File: src/rtl/hamming_decoder.sv
// (12,8) Hamming SEC decoder: two-stage valid/ready pipeline (syndrome capture, then correction)
// with saturating corrected/uncorrectable word counters.
module hamming_decoder #(
    parameter int unsigned CNT_W = 16
) (
    input  logic             clk,
    input  logic             rst,
    input  logic             in_valid,
    output logic             in_ready,
    input  logic [11:0]      code_in,
    output logic             out_valid,
    input  logic             out_ready,
    output logic [7:0]       data_out,
    output logic [3:0]       syndrome,
    output logic             err_corr,
    output logic             err_uncorr,
    input  logic             cnt_clr,
    output logic [CNT_W-1:0] corr_cnt,
    output logic [CNT_W-1:0] uncorr_cnt
);

    localparam logic [CNT_W-1:0] CntMax = {CNT_W{1'b1}};

    logic             s1_valid_q;
    logic [11:0]      s1_code_q;
    logic [3:0]       s1_syn_q;
    logic             s2_valid_q;
    logic [7:0]       s2_data_q;
    logic [3:0]       s2_syn_q;
    logic             s2_corr_q;
    logic             s2_uncorr_q;
    logic [CNT_W-1:0] corr_cnt_q, corr_cnt_d;
    logic [CNT_W-1:0] uncorr_cnt_q, uncorr_cnt_d;

    logic        s2_free;
    logic        s1_adv;
    logic        s1_load;
    logic        out_xfer;
    logic [3:0]  syn_in;
    logic [11:0] flip_mask;
    logic [11:0] fixed_code;
    logic [7:0]  fixed_data;
    logic        syn_corr;
    logic        syn_uncorr;

    assign s2_free  = !s2_valid_q || out_ready;
    assign s1_adv   = s1_valid_q && s2_free;
    assign in_ready = !s1_valid_q || s2_free;
    assign s1_load  = in_valid && in_ready;
    assign out_xfer = s2_valid_q && out_ready;

    assign syn_in[0] = ^{code_in[0], code_in[2], code_in[4], code_in[6], code_in[8], code_in[10]};
    assign syn_in[1] = ^{code_in[1], code_in[2], code_in[5], code_in[6], code_in[9], code_in[10]};
    assign syn_in[2] = ^{code_in[3], code_in[4], code_in[5], code_in[6], code_in[11]};
    assign syn_in[3] = ^code_in[11:7];

    // Syndromes 13..15 match no bit position, so the mask stays zero and the raw data passes.
    always_comb begin
        flip_mask = '0;
        for (int i = 0; i < 12; i++) begin
            flip_mask[i] = (s1_syn_q == 4'(i + 1));
        end
    end

    assign fixed_code = s1_code_q ^ flip_mask;
    assign fixed_data = {fixed_code[11:8], fixed_code[6:4], fixed_code[2]};
    assign syn_corr   = (s1_syn_q != 4'd0) && (s1_syn_q <= 4'd12);
    assign syn_uncorr = (s1_syn_q >= 4'd13);

    always_ff @(posedge clk) begin
        if (!rst) begin
            s1_valid_q <= 1'b0;
            s1_code_q  <= '0;
            s1_syn_q   <= '0;
        end else if (s1_load) begin
            s1_valid_q <= 1'b1;
            s1_code_q  <= code_in;
            s1_syn_q   <= syn_in;
        end else if (s1_adv) begin
            s1_valid_q <= 1'b0;
        end
    end

    always_ff @(posedge clk) begin
        if (!rst) begin
            s2_valid_q  <= 1'b0;
            s2_data_q   <= '0;
            s2_syn_q    <= '0;
            s2_corr_q   <= 1'b0;
            s2_uncorr_q <= 1'b0;
        end else if (s1_adv) begin
            s2_valid_q  <= 1'b1;
            s2_data_q   <= fixed_data;
            s2_syn_q    <= s1_syn_q;
            s2_corr_q   <= syn_corr;
            s2_uncorr_q <= syn_uncorr;
        end else if (out_xfer) begin
            s2_valid_q <= 1'b0;
        end
    end

    // Clear wins over a simultaneous transfer.
    always_comb begin
        corr_cnt_d   = corr_cnt_q;
        uncorr_cnt_d = uncorr_cnt_q;
        if (cnt_clr) begin
            corr_cnt_d   = '0;
            uncorr_cnt_d = '0;
        end else if (out_xfer) begin
            if (s2_corr_q && corr_cnt_q != CntMax) begin
                corr_cnt_d = corr_cnt_q + CNT_W'(1);
            end
            if (s2_uncorr_q && uncorr_cnt_q != CntMax) begin
                uncorr_cnt_d = uncorr_cnt_q + CNT_W'(1);
            end
        end
    end

    always_ff @(posedge clk) begin
        if (!rst) begin
            corr_cnt_q   <= '0;
            uncorr_cnt_q <= '0;
        end else begin
            corr_cnt_q   <= corr_cnt_d;
            uncorr_cnt_q <= uncorr_cnt_d;
        end
    end

    assign out_valid  = s2_valid_q;
    assign data_out   = s2_data_q;
    assign syndrome   = s2_syn_q;
    assign err_corr   = s2_corr_q;
    assign err_uncorr = s2_uncorr_q;
    assign corr_cnt   = corr_cnt_q;
    assign uncorr_cnt = uncorr_cnt_q;

endmodule

File: config.mk
export PLATFORM = sky130hd
export DESIGN_NAME = hamming_decoder
export DESIGN_NICKNAME = d
export VERILOG_FILES = /design/src/rtl/hamming_decoder.sv
export SDC_FILE = /design/constraint.sdc
export NUM_CORES = 1
export LEC_CHECK = 0
export BUFFER_PORTS_ARGS = -buffer_cell sky130_fd_sc_hd__buf_2
export CAP_MARGIN = 20
export CORE_MARGIN = 2
export CORE_UTILIZATION = 35
export DETAILED_ROUTE_END_ITERATION = 16
export PLACE_DENSITY = 0.64
export SLEW_MARGIN = 20
export SYNTH_ARGS = -nofsm -noshare
export SYNTH_HDL_FRONTEND = slang
export SYNTH_SLANG_ARGS = --single-unit
File: constraint.sdc
create_clock -name clk -period 2.2 [get_ports clk]
set_clock_uncertainty 0.2 [all_clocks]
set_input_delay 0.22 -clock clk [delete_from_list [all_inputs] [get_ports clk]]
set_output_delay 0.22 -clock clk [all_outputs]
set_load 0.005 [all_outputs]
==> results of run 1 <==
cells by family after synthesis:
family,Yosys count
AOI/OAI and AO/OA,79
xor gates and xnor gates,26
adders and majority gates,2
buffers and inverters,25
DFF,60
muxes,5
and+or+nand+nor,160
state kept, by name, summed over array words and instances, names as in the netlist:
signal	count
corr_cnt	16
uncorr_cnt	16
data_out	8
s1_code_q	8
s1_syn_q	4
syndrome	4
err_corr	1
err_uncorr	1
out_valid	1
s1_valid_q	1
layout by cell type, fill, tap and decap left out, drive strengths merged, types with 4 or more instances in the layout:
cell,Yosys,routed
a31oi,4,4
xor2,5,5
xnor2,21,21
or4,12,12
nor4bb,6,6
o31ai,9,9
o211a,9,9
a21boi,15,15
o21ai,13,13
nor2,9,9
nor4,9,9
and4,4,4
and2,4,4
nand3,19,19
buf,2,74
dlygate4sd3,0,10
dfxtp,60,60
mux2i,5,5
nand2b,5,5
a21oi,18,18
and3,8,8
inv,7,7
clkbuf,16,10
or3,7,7
nand2,53,53
nand4,15,15
nor3,4,4
path summary, 6_finish.rpt:
check	startpoint	endpoint	slack [ns]	depth (start not counted)
max reg2reg	out_valid	corr_cnt[13]	0.19	4
max	out_valid	corr_cnt[13]	0.19	4
min reg2reg	syndrome[2]	syndrome[2]	0.27	2
min	cnt_clr	uncorr_cnt[5]	0.05	4
power breakdown:
part / switching, mW / internal [mW] / total [mW]
Clock: 0.443 / 0.551 / 0.994
Combinational: 0.101 / 0.114 / 0.216
Sequential: 0.0462 / 1.12 / 1.17
Total: 0.590 / 1.79 / 2.38
through the flow:
stage          cells  util [%]  area [um2]
2_1_floorplan    357         -        3040
3_3_place_gp     518      42.1        3490
3_5_place_dp     518      42.1        3490
4_1_cts          544      45.7        3790
5_1_grt          544      45.7        3790
6_report         544      45.7        3790
cell usage after synthesis (10+ instances only):
cell type and count:
dfxtp_1 60, nand2_1 53, xnor2_1 21, a21oi_1 18, nand3_1 18, clkbuf_1 16, a21boi_0 15, nand4_1 15
o21ai_0 13, or4_1 10
routing by layer:
metal | up-vias | part of all wire [%] | track usage [%]
li1 | 1479 | - | -
met1 | 1351 | 49 | 21.1
met2 | 65 | 45 | 25.2
met3 | 5 | 6.2 | 4.68
met4 | 0 | 0.78 | 4.66
met5 | - | 0 | 0
cell type report:
cell class	count	area, um2	share of cell area (%)
multi-input cells	272	1740	45.8
flip-flops and latches	60	1200	31.7
inverters	7	26.3	0.692
well taps	105	131	3.46
clock inverters	6	63.8	1.68
repair buffers	84	495	13.1
clock buffers	10	138	3.63
critical path, cell delays in order (launching register included):
cell and delay (ns):
dfxtp_1 0.45, nand3_4 0.16, or4_4 0.57, or4_1 0.41
a21oi_1 0.15
what timing repair did:
action                                 in CTS  in global routing
setup buffers                               0                  0
endpoints found under the hold margin      14                  0
hold buffers                               10                  0
==> key figures, run 1 <==
Synthesis
  • Multiplexer area fraction after synthesis: between 1.5 and 2%
  • Post-Syn Area per Cell: 8.50 um2
  • Yosys warns: 0
  • #FFs+latches synth: 60
  • Simple-gate share of the synthesized area: roughly 29%
  • Syn_nets: about 380
  • Yosys cell types: 44
  • Synth area leaders: dfxtp_1 (40%), nand2_1 (6.6%), xnor2_1 (6.1%)
  • Register area share after synthesis: about two fifths
  • XOR/XNOR share of the synthesized area: under 10%
  • Top FF cell, synth: dfxtp_1
  • Post-synthesis cell count: around 360
  • Post-Synth Adder-Cell Area: 0.824%
  • Synth Area in Compound Gates: around 18%
  • Share of async-settable or async-resettable flops after synthesis: 0%
  • Cell Area, Synth: slightly above 3000 um2
  • Synth area leader: dfxtp_1
  • Share of the synthesized area in the top cell type: approximately two fifths
  • Number of synthesized flops with an enable pin: 0
  • Main combinational cell family by area after synthesis: simple AND/OR/NAND/NOR gates

Timing
  • Final hold viol count: 0
  • Crit share post-route: ~91%
  • # setup viols final: 0
  • Worst Hold Slack: between 0.04 and 0.05 ns
  • RSZ-0062 raised after global routing: false
  • Final worst path period need: roughly 2 ns
  • Count of pins over their slew limit: 0
  • Worst rel slew slack: 51.2%
  • Setup total negative slack: 0 ns
  • Setup ws final: around 0.19 ns
  • Worst Tran Pin Value: about 0.73 ns
  • Fmax achieved: 498 MHz

GRT
  • Initial antenna violation count: 0
  • Largest net degree at the start of global routing: 26
  • GRT overflow: 0
  • GR Util All Layers: between 10% and 20%
  • Vias in the first global route: around 2.6k
  • First-pass GRT wire length: 12.4 mm

Power
  • Leak: ~1.6 nW
  • PwrDens: 626 nW/um2
  • Total power: 2.38 mW
  • Peak supply drop: ~0.47 mV

Worst setup path
  • CP endpoint kind: flip-flop
  • Critical path class: flip-flop to flip-flop
  • Setup crit start kind: flip-flop
  • Req. time, crit path: 2.27 ns
  • WP data arrival: between 2 and 2.5 ns
  • Critical Path Fanout Max: 10

Floorplanning
  • Site Rows: 33
  • Core footprint: between 8000 and 9000 um2
  • Die ar.: 9430 um2
  • Die height: just under 100 um
  • Initial core utilization: ~37%
  • Die X: 97.1 um
  • I/O pin total: 65

Clock tree
  • Clock Sinks: 60
  • Num CTS Buffers: 9
  • CTS resizes: 0
  • Latest clock arrival within the worst-skew pair: approximately 0.34 ns
  • CTS H-tree lvls: 3
  • CTS root buffer: clkbuf_8
  • Worst-path clk slew: ~0.070 ns
  • Clk buf depth: 2
  • CTS tree: built

Routing
  • Drt total wl: around 7.3 mm
  • Final ANT Viol Nets: 0
  • WL/cell: between 10 and 15 um
  • DRC Markers: 0
  • Vias per inst: about 5.3
  • Drt pass-1 iters: 4
  • DR vias: ~2.9k
  • Iteration-0 DRC Markers: between 100 and 150

Status
  • Status: finished clean

Cells and area
  • FILL cells: just over 800
  • # nets final: between 400 and 500
  • Share of layout cells above drive strength 1: a little over a fifth
  • Syn-to-layout area delta: 25.0%
  • Antenna cells: 0

Placement
  • Post-DP HPWL: around 5.3 mm
  • Placement Setup Slack: about 0.22 ns
  • Placer Congestion: ~0.84
  • I/O Buffers: 64

Hold path
  • Hold Crit Class: primary input to flip-flop

Flow run
  • Max Cap Viol: 0
(Power assumes the default switching activity.)
==> inputs of run 2 (changes only) <==
--- a/config.mk
+++ b/config.mk
@@ -10,7 +10,7 @@
 export CORE_MARGIN = 2
 export CORE_UTILIZATION = 35
 export DETAILED_ROUTE_END_ITERATION = 16
-export PLACE_DENSITY = 0.64
+export PLACE_DENSITY_LB_ADDON = 0.2
 export SLEW_MARGIN = 20
 export SYNTH_ARGS = -nofsm -noshare
 export SYNTH_HDL_FRONTEND = slang
==> run 2 against run 1 <==
Net effect:
- final area up 1.4%
- via count decreased by 0.90%
- wire length grew 6.8%
- cell count down 0.18%
==> key figures, run 2 (synthesis results as in run 1) <==
Power
  • PwrDens: 706 nW/um2 (+13%)
  • Clock power frac: 49.1% (+7.3 points)
  • Switching Fraction: 22.8% (-2.1 points)
  • Peak supply drop: 0.373 mV (-21%)
  • NetSw: 0.618 mW (+4.7%)
  • Comb pwr share: 7.9% (-1.2 points)
  • Reg power frac: 43.0% (-6.1 points)
  • Total power: 2.72 mW (+14%)
  • Leak: 1.58 nW (+2.0%)
  • Internal power: 2.10 mW (+17%)

Routing
  • DRC Markers: 0 (unchanged)
  • Drt pass-1 iters: 4 (unchanged)
  • Wire length on met3: 398 um (-11%)
  • Wire length on met2: 3.45 mm (+6.4%)
  • WL/cell: 14.3 um (+7.0%)
  • Final ANT Viol Nets: 0 (unchanged)
  • Met1 Wirelength: 3.86 mm (+9.3%)
  • Highest metal used: met4
  • Vias per inst: 5.29 (-0.71%)
  • Iteration-0 DRC Markers: 72 (-29%)
  • DR vias: 2874 (-0.90%)
  • Drt total wl: 7.78 mm (+6.8%)

Worst setup path
  • Top Family by Delay on Critical Path: simple AND/OR/NAND/NOR gates
  • Setup crit start kind: flip-flop
  • CP cell instances: nand3_4 -> or4_4 -> or4_1 -> a21oi_1
  • CP endpoint kind: flip-flop
  • Req. time, crit path: 2.28 ns (about the same)
  • Critical Path Fanout Max: 10 (unchanged)
  • Max incr delay on CP: 0.57 ns (about the same)
  • WP data arrival: 2.11 ns (+0.03 ns)
  • WP buf/inv: 0 (unchanged)
  • Slowest stage cell, crit path: or4_4
  • Critical path class: flip-flop to flip-flop
  • R2r setup slk: 0.17 ns (-0.02 ns)

Cells and area
  • Syn-to-layout area delta: 26.7%
  • FILL cells: 861 (+5.5%)
  • Most frequent cells in the layout: buf_2 (64), dfxtp_1 (60), nand2_1 (53)
  • Antenna cells: 0 (unchanged)
  • Fin util: 46.3% (+0.62 points)
  • # nets final: 452 (-0.22%)
  • Final Cell Area: 3850 um2 (+1.4%)
  • Commonest non-fill, non-tap cell in the layout: buf_2
  • Share of layout cells above drive strength 1: 21.9% (+0.050 points)
  • Non-Filler Instances: 543 (-0.18%)

Floorplanning
  • Core footprint: 8300 um2 (unchanged)
  • Die height: 97.1 um (unchanged)
  • I/O pin total: 65 (unchanged)
  • Die X: 97.1 um (unchanged)
  • Initial core utilization: 36.6% (unchanged)
  • Site Rows: 33 (unchanged)
  • Die ar.: 9430 um2 (unchanged)

Clock tree
  • CTS H-tree lvls: 3 (unchanged)
  • Worst-path clk slew: 0.07 ns (about the same)
  • Clock Sinks: 60 (unchanged)
  • Clk buf depth: 2 (unchanged)
  • Post-CTS setup buffer count: 0 (unchanged)
  • Latest clock arrival within the worst-skew pair: 0.35 ns (about the same)
  • CTS resizes: 0 (unchanged)
  • CTS root buffer: clkbuf_8
  • Hold buffer count at cts: 9 (-1)
  • Num CTS Buffers: 9 (unchanged)
  • CTS tree: built

Timing
  • Final hold viol count: 0 (unchanged)
  • Final worst path period need: 2.03 ns (+0.0191 ns)
  • Crit share post-route: 92.1% (+0.87 points)
  • Count of pins over their slew limit: 0 (unchanged)
  • Setup ws final: 0.174 ns (-0.0191 ns)
  • Fmax achieved: 494 MHz (-0.94%)
  • Worst rel slew slack: 49.6% (-1.6 points)
  • RSZ-0062 raised after global routing: false
  • Worst Tran Pin Value: 0.755 ns (+0.0239 ns)
  • Worst Hold Slack: 0.0270 ns (-0.0194 ns)
  • Setup total negative slack: 0 ns (unchanged)
  • # setup viols final: 0 (unchanged)

Status
  • Status: finished clean

Hold path
  • Hold Crit Class: primary input to flip-flop

Placement
  • Post-DP HPWL: 5.36 mm (+1.0%)
  • Placement Setup Slack: 0.184 ns (-0.0380 ns)
  • Placed cell area: 3490 um2 (unchanged)
  • I/O Buffers: 64 (unchanged)
  • Placer Congestion: 0.860 (+2.4%)
  • Dpl cells: 518 (unchanged)

GRT
  • First-pass GRT wire length: 13.1 mm (+5.4%)
  • Initial antenna violation count: 0 (unchanged)
  • Largest net degree at the start of global routing: 23 (-12%)
  • GR Util All Layers: 16.8% (+0.88 points)
  • GRT overflow: 0 (unchanged)
  • Vias in the first global route: 2658 (+0.76%)

Flow run
  • Max Cap Viol: 0 (unchanged)
run 2: cell types whose count changed in the layout (fill, tap and decap cells not counted), sizes merged:
cell,delta
dlygate4sd3,-1
clkbuf,-1
clkinvlp,-2
bufinv,+3
run 2: worst reg2reg max path, delay by kind of cell, from the launching register on:
kind,cells,cell delay [ns]
AO/OA/AOI/OAI,1,0.15
flip-flops,1,0.46
AND/OR/NAND/NOR,3,1.17
run 2: power by group through the flow:
stage / Clock [mW] / Combinational [mW] / Sequential (mW)
2_1_floorplan: 0 / 0.157 / 1.17
3_3_place_gp: 0 / 0.202 / 1.19
3_5_place_dp: 0 / 0.205 / 1.19
4_1_cts: 1.35 / 0.218 / 1.17
5_1_grt: 1.41 / 0.240 / 1.17
6_report: 1.33 / 0.215 / 1.17
run 2: area by class of cell:
type	count	area (um2)	share of cell area, %
Sequential cell	60	1200	31.2
Clock buffer	9	124	3.22
Tap cell	105	131	3.42
Inverter	7	26.3	0.683
Timing Repair Buffer	83	485	12.6
Clock inverter	7	139	3.61
Multi-Input combinational cell	272	1740	45.2
run 2: path summary, 6_finish.rpt:
path	from	to	depth (start not counted)
setup reg to reg	out_valid	corr_cnt[13]	4
hold / removal	rst	err_corr	2
setup / recovery	out_valid	corr_cnt[13]	4
hold reg to reg	syndrome[1]	syndrome[1]	2
run 2: per-layer routing:
| layer | GRT usage (%) | vias to the layer above |
|---|---|---|
| met5 | 0 | - |
| met4 | 5.09 | 0 |
| met3 | 5.40 | 6 |
| met2 | 24.8 | 59 |
| met1 | 23.4 | 1334 |
| li1 | - | 1475 |
